--- config.mk ---
export PLATFORM = sky130hd
export DESIGN_NAME = aes_round_controller
export DESIGN_NICKNAME = d
export VERILOG_FILES = /design/src/rtl/aes_pkg.sv /design/src/rtl/aes_step_decode.sv /design/src/rtl/aes_round_controller.sv
export SDC_FILE = /design/constraint.sdc
export NUM_CORES = 1
export LEC_CHECK = 0
export CELL_PAD_IN_SITES_DETAIL_PLACEMENT = 1
export CELL_PAD_IN_SITES_GLOBAL_PLACEMENT = 1
export CORE_AREA = 2 2 206 208
export DETAILED_ROUTE_END_ITERATION = 7
export DIE_AREA = 0 0 208 210
export PLACE_DENSITY = 0.71
export SYNTH_ARGS = -nofsm -noshare
export SYNTH_HDL_FRONTEND = slang
export SYNTH_SLANG_ARGS = --single-unit
--- constraint.sdc ---
create_clock -name clock -period 3.1 [get_ports clock]
set_clock_uncertainty 0.05 [all_clocks]
set_input_delay 0.465 -clock clock [delete_from_list [all_inputs] [get_ports clock]]
set_output_delay 0.465 -clock clock [all_outputs]
set_load 0.01 [all_outputs]
--- src/rtl/aes_pkg.sv ---
// Shared encodings and constants for the AES-128 round controller.
package aes_pkg;

  localparam int unsigned NUM_ROUNDS = 10;
  localparam int unsigned NUM_STEPS  = 40;
  localparam int unsigned STEP_W     = 6;

  // Datapath step select presented on dp_op.
  typedef enum logic [1:0] {
    OpSub    = 2'd0,
    OpShift  = 2'd1,
    OpMix    = 2'd2,
    OpAddKey = 2'd3
  } dp_op_e;

  // Controller FSM states.
  typedef enum logic [1:0] {
    StIdle = 2'd0,
    StRun  = 2'd1,
    StDone = 2'd2
  } ctrl_state_e;

endpackage

--- src/rtl/aes_step_decode.sv ---
// Maps the step counter and direction onto the datapath step and round-key index.
module aes_step_decode
  import aes_pkg::*;
(
  input  logic [STEP_W-1:0] step_i,
  input  logic              encrypt_i,
  output dp_op_e            op_o,
  output logic [3:0]        round_o
);

  logic [STEP_W-1:0] step_m1;
  logic [3:0]        grp;
  logic [1:0]        phase;

  // Step 0 is the initial key add; the remaining steps fall into groups of four.
  always_comb begin
    step_m1 = step_i - 6'd1;
    grp     = step_m1[5:2];
    phase   = step_m1[1:0];
    op_o    = OpAddKey;
    round_o = 4'd0;
    if (encrypt_i) begin
      if (step_i == '0) begin
        op_o    = OpAddKey;
        round_o = 4'd0;
      end else begin
        round_o = grp + 4'd1;
        unique case (phase)
          2'd0:    op_o = OpSub;
          2'd1:    op_o = OpShift;
          // The last round has no MixColumns: its third step is the key add.
          2'd2:    op_o = (grp == 4'(NUM_ROUNDS - 1)) ? OpAddKey : OpMix;
          default: op_o = OpAddKey;
        endcase
      end
    end else begin
      if (step_i == '0) begin
        op_o    = OpAddKey;
        round_o = 4'(NUM_ROUNDS);
      end else begin
        // Group 9 only reaches phase 2, so the final round never issues MIX.
        round_o = 4'd9 - grp;
        unique case (phase)
          2'd0:    op_o = OpShift;
          2'd1:    op_o = OpSub;
          2'd2:    op_o = OpAddKey;
          default: op_o = OpMix;
        endcase
      end
    end
  end

endmodule

--- src/rtl/aes_round_controller.sv ---
// AES-128 round sequencer: steps an external round datapath through 40 steps per block.
module aes_round_controller
  import aes_pkg::*;
(
  input  logic         clock,
  input  logic         n_rst,
  input  logic         start,
  input  logic         encrypt,
  input  logic [127:0] data_in,
  input  logic [127:0] dp_result,
  output logic [127:0] dp_state,
  output logic [1:0]   dp_op,
  output logic         dp_encrypt,
  output logic [3:0]   round_idx,
  output logic         busy,
  output logic         done,
  output logic [127:0] data_out
);

  ctrl_state_e       ctrl_q, ctrl_d;
  logic [127:0]      state_q, state_d;
  logic [STEP_W-1:0] step_q, step_d;
  logic              enc_q, enc_d;
  logic [127:0]      dout_q, dout_d;

  dp_op_e            dec_op;
  logic [3:0]        dec_round;
  logic              run;

  aes_step_decode u_step_decode (
    .step_i    (step_q),
    .encrypt_i (enc_q),
    .op_o      (dec_op),
    .round_o   (dec_round)
  );

  // State register and datapath-facing flops.
  always_ff @(posedge clock or negedge n_rst) begin
    if (!n_rst) begin
      ctrl_q  <= StIdle;
      state_q <= '0;
      step_q  <= '0;
      enc_q   <= 1'b1;
      dout_q  <= '0;
    end else begin
      ctrl_q  <= ctrl_d;
      state_q <= state_d;
      step_q  <= step_d;
      enc_q   <= enc_d;
      dout_q  <= dout_d;
    end
  end

  // Next-state logic: accept in IDLE, one datapath step per RUN cycle, one-cycle DONE.
  always_comb begin
    ctrl_d  = ctrl_q;
    state_d = state_q;
    step_d  = step_q;
    enc_d   = enc_q;
    dout_d  = dout_q;
    unique case (ctrl_q)
      StIdle: begin
        if (start) begin
          state_d = data_in;
          enc_d   = encrypt;
          step_d  = '0;
          ctrl_d  = StRun;
        end
      end
      StRun: begin
        state_d = dp_result;
        step_d  = step_q + 6'd1;
        if (step_q == 6'(NUM_STEPS - 1)) begin
          dout_d = dp_result;
          ctrl_d = StDone;
        end
      end
      StDone: ctrl_d = StIdle;
      default: ctrl_d = StIdle;
    endcase
  end

  // Outputs: decoded step only while running, reset-like defaults otherwise.
  always_comb begin
    run        = (ctrl_q == StRun);
    dp_state   = state_q;
    dp_op      = run ? dec_op : OpAddKey;
    round_idx  = run ? dec_round : 4'd0;
    dp_encrypt = enc_q;
    busy       = (ctrl_q != StIdle);
    done       = (ctrl_q == StDone);
    data_out   = dout_q;
  end

endmodule

==> results of run 1 <==
metrics by stage:
stage | hold slack (ns) | cells | instance area (sq um)
after detailed placement | 0.418 | 1953 | 17100
after global placement | 0.409 | 1953 | 17100
final | 0.366 | 2014 | 18200
after floorplan | 0.119 | 921 | 11200
after CTS | 0.336 | 2009 | 18100
after global routing | 0.390 | 2013 | 18200
metal layers:
metal	global-route usage	vias up
met2	0.324	323
li1	-	4252
met5	0	-
met4	0.0709	0
met1	0.218	4685
met3	0.0432	77
cells in the final DEF, fill, tap and decap left out, types with 3 or more instances in the layout:
master	count
sky130_fd_sc_hd__clkbuf_8	8
sky130_fd_sc_hd__clkinv_2	5
sky130_fd_sc_hd__o22ai_1	99
sky130_fd_sc_hd__inv_1	4
sky130_fd_sc_hd__clkdlybuf4s50_1	519
sky130_fd_sc_hd__mux2_2	19
sky130_fd_sc_hd__ha_1	4
sky130_fd_sc_hd__a22oi_1	29
sky130_fd_sc_hd__diode_2	4
sky130_fd_sc_hd__nor2_1	206
sky130_fd_sc_hd__mux2_4	109
sky130_fd_sc_hd__nand2_1	69
sky130_fd_sc_hd__buf_4	25
sky130_fd_sc_hd__clkbuf_16	31
sky130_fd_sc_hd__dfrtp_1	264
sky130_fd_sc_hd__clkbuf_1	8
sky130_fd_sc_hd__o21ai_0	9
sky130_fd_sc_hd__buf_12	8
sky130_fd_sc_hd__nand4_1	3
timing repair:
| action | 4_1_cts | 5_1_grt |
|---|---|---|
| endpoints found under the hold margin | 71 | 0 |
| cloned | 0 | 0 |
| buffers inserted | 0 | 1 |
| pin swaps | 2 | 6 |
| resized for setup | 17 | 13 |
| endpoints found under the setup margin | 4 | 5 |
| hold buffers | 1 | 0 |
area by class of cell:
cell class,count,area (sq um),area share
well taps,539,674,0.0371
repair buffers,558,5590,0.308
inverters,6,22.5,0.00124
clock inverters,8,72.6,0.00400
multi-input cells,587,4250,0.234
flip-flops and latches,265,6630,0.365
diodes,4,10.0,0.000551
clock buffers,47,916,0.0504
worst min-delay path, delay by kind of cell:
family | cells | cell delay (ns)
buf+inv | 1 | 0.41
simple gates | 2 | 0.10
state kept, by name, summed over array words and instances, names as in the netlist:
register	cells
dp_state	128
data_out	128
ctrl_q	2
dp_encrypt	1
step_q	6
cells by family after synthesis:
kind of cell    share of synthesized area
buf+inv                            0.0429
xor+xnor                          0.00467
simple gates                        0.107
fa+ha+maj                         0.00667
flops                               0.590
compound gates                     0.0837
mux                                 0.165
power by group:
part | internal [W] | total, W | switching, W | leakage, nW
sequential | 0.00385 | 0.00409 | 0.000240 | 3.09
clock | 0.00210 | 0.00357 | 0.00147 | 0.492
combinational | 0.00163 | 0.00304 | 0.00141 | 4.37
total | 0.00758 | 0.0107 | 0.00312 | 7.95
worst max path at each step:
| stage | start | endpoint | depth (start not counted) | slack (ns) |
|---|---|---|---|---|
| floorplan | step_q[0] | round_idx[3] | 9 | 0.43 |
| finish | step_q[1] | round_idx[3] | 10 | -0.13 |
| CTS | step_q[1] | round_idx[3] | 10 | -0.25 |
| global placement | step_q[0] | round_idx[3] | 10 | -0.18 |
| detailed placement | step_q[1] | round_idx[3] | 10 | -0.16 |
| global route | step_q[1] | round_idx[3] | 10 | -0.32 |
==> results.toml, run 1 <==
[drt]
final_antenna_net_count = 0
route.final.wire_length_mm = 41.7
total_via_count_in_the_routed_design = 9337
met2WireLength_mm = 21.0
m1WireLength_mm = 16.6
highest-signal-layer = "met4"
drc = 0
wl_per_cell_um = 20.7
drt_iter0_markers = 415
drt_pass1_iterations = 4
route.met3.wl_mm = 2.66
vias_per_cell = 4.64

[timing]
report.final.slew_viol_count = 0
fmax_mhz = 309
endpoints_failing_hold = 0
report.final.setup_viol = 1
setup-tns-final_ns = -0.132
period_needed_ns = 3.23
final.period_utilization = 1.04
setup_repair_after_global_routing_missed_its_margin = "yes"
max_slew.worst_pin.slew_ns = 1.06
worst_slew_margin_rel = 0.295
postLayoutSetupSlackWorst_ns = -0.132

[global_routing]
grt.overflow.total = 0
grt_pass1_vias = 10510
antenna_found_initial = 3
global_route.usage.total = 0.184
grt_first_pass_wirelength_mm = 63.4
grt_start_max_net_pins = 104

[finish]
final.fill_count = 4478
finish.utilization = 0.438
finalNetCount = 1715
drive_gt1_frac = 0.160
areaGrowthSynthToFinish_pct = 61.5

[floorplanning]
io-pin-count = 525
start_util = 0.271
die_area_sq_um = 43700
placeableCoreArea_sq_um = 41500
die-width_um = 208
overall_die_height_um = 210
row_count = 75

[worst_setup_path]
r2r_slack_ns = 0.67
cp_max_delay_cell = "sky130_fd_sc_hd__dfrtp_1"
crit_type = "flop to output port"
r2r_cells = 7
worst-path-max-fanout = 4
critical_path.reg2reg.endpoint = "data_out[113]"
worst_r2r_startpoint = "step_q[0]"
path_delay_family = "simple AND/OR/NAND/NOR gates"
cp.buffers_inverters = 3
end_kind = "output port"
critPathMaxStageDelay_ns = 0.39
timing.critical_path.from_type = "flop"
required_ns = 2.58
crit_path_cell_trace = "buf_4, nor3_2, xnor2_2, inv_1, ha_1, nand2_1, nor3b_1, o21bai_1, a311oi_1, buf_2"
worst_ep_arrival_time_ns = 2.72

[clocking]
tritoncts_clock_tree = "yes"
clock_latency_on_the_worst_skew_pair_ns = 0.57
cts_made_buffers = 31
cts_htree_levels = 1
clk_transition_reported_paths_ns = 0.06
cts.sink_count = 265
cts-root-to-sink-buffers = 3
clockRootBuffer = "sky130_fd_sc_hd__clkbuf_16"

[logic_synthesis]
synthesized_instance_count = 921
post_synth_num_cell_types = 44
dominant_cell_by_count_in_the_synthesized_netlist = "sky130_fd_sc_hd__dfrtp_1"
synth.ff_latch_count = 265
yosys.area.top_type_share = 0.587
fraction_of_synthesis_flops_using_an_asynchronous_set_or_reset_pin = 1.00
ys.flop_type = "sky130_fd_sc_hd__dfrtp_1"
synth_top_area_cell = "sky130_fd_sc_hd__dfrtp_1"
top_area_cells_in_the_synthesized_netlist = "sky130_fd_sc_hd__dfrtp_1 59%, sky130_fd_sc_hd__mux2_4 15%, sky130_fd_sc_hd__nor2_1 6.9%"
netlist_top_cells_count = "264 x sky130_fd_sc_hd__dfrtp_1, 207 x sky130_fd_sc_hd__nor2_1, 109 x sky130_fd_sc_hd__mux2_4"
synth_seq_area_share = 0.590
yosys_warnings = 0
syn_area_sq_um = 11200
synth.net_count = 1187
synth-edff-count = 0
average_instance_area_after_synthesis_sq_um = 12.2

[worst_hold_path]
worst_hold_path_type = "primary input to flop"
hold-path-endpoint = "dp_encrypt"
hold_depth = 3
beginning_of_the_worst_hold_path = "encrypt"

[pwr]
peakVddDrop_uv = 409
static-leakage-power_nw = 7.95
p_per_area_nw_per_um2 = 589
design_power_total_w = 0.0107

[flow_run]
max-cap-violations = 0

[placement]
detailedPlacementHpwl_mm = 30.4
placement.setup.worst_slack_ns = -0.161
port_buffers = 524
gpl.final_weighted_congestion = 0.800

[status]
violations = "setup timing"
status = "complete, but fails checks"
(Power assumes the default switching activity.)
==> run 2, diff against run 1 <==
--- a/config.mk
+++ b/config.mk
@@ -10,6 +10,7 @@
 export CORE_AREA = 2 2 206 208
 export DETAILED_ROUTE_END_ITERATION = 7
 export DIE_AREA = 0 0 208 210
+export HOLD_SLACK_MARGIN = 0.1
 export PLACE_DENSITY = 0.71
 export SYNTH_ARGS = -nofsm -noshare
 export SYNTH_HDL_FRONTEND = slang
==> results of run 2 <==
No change in the layout: final DEF, timing and power equal those of run 1.
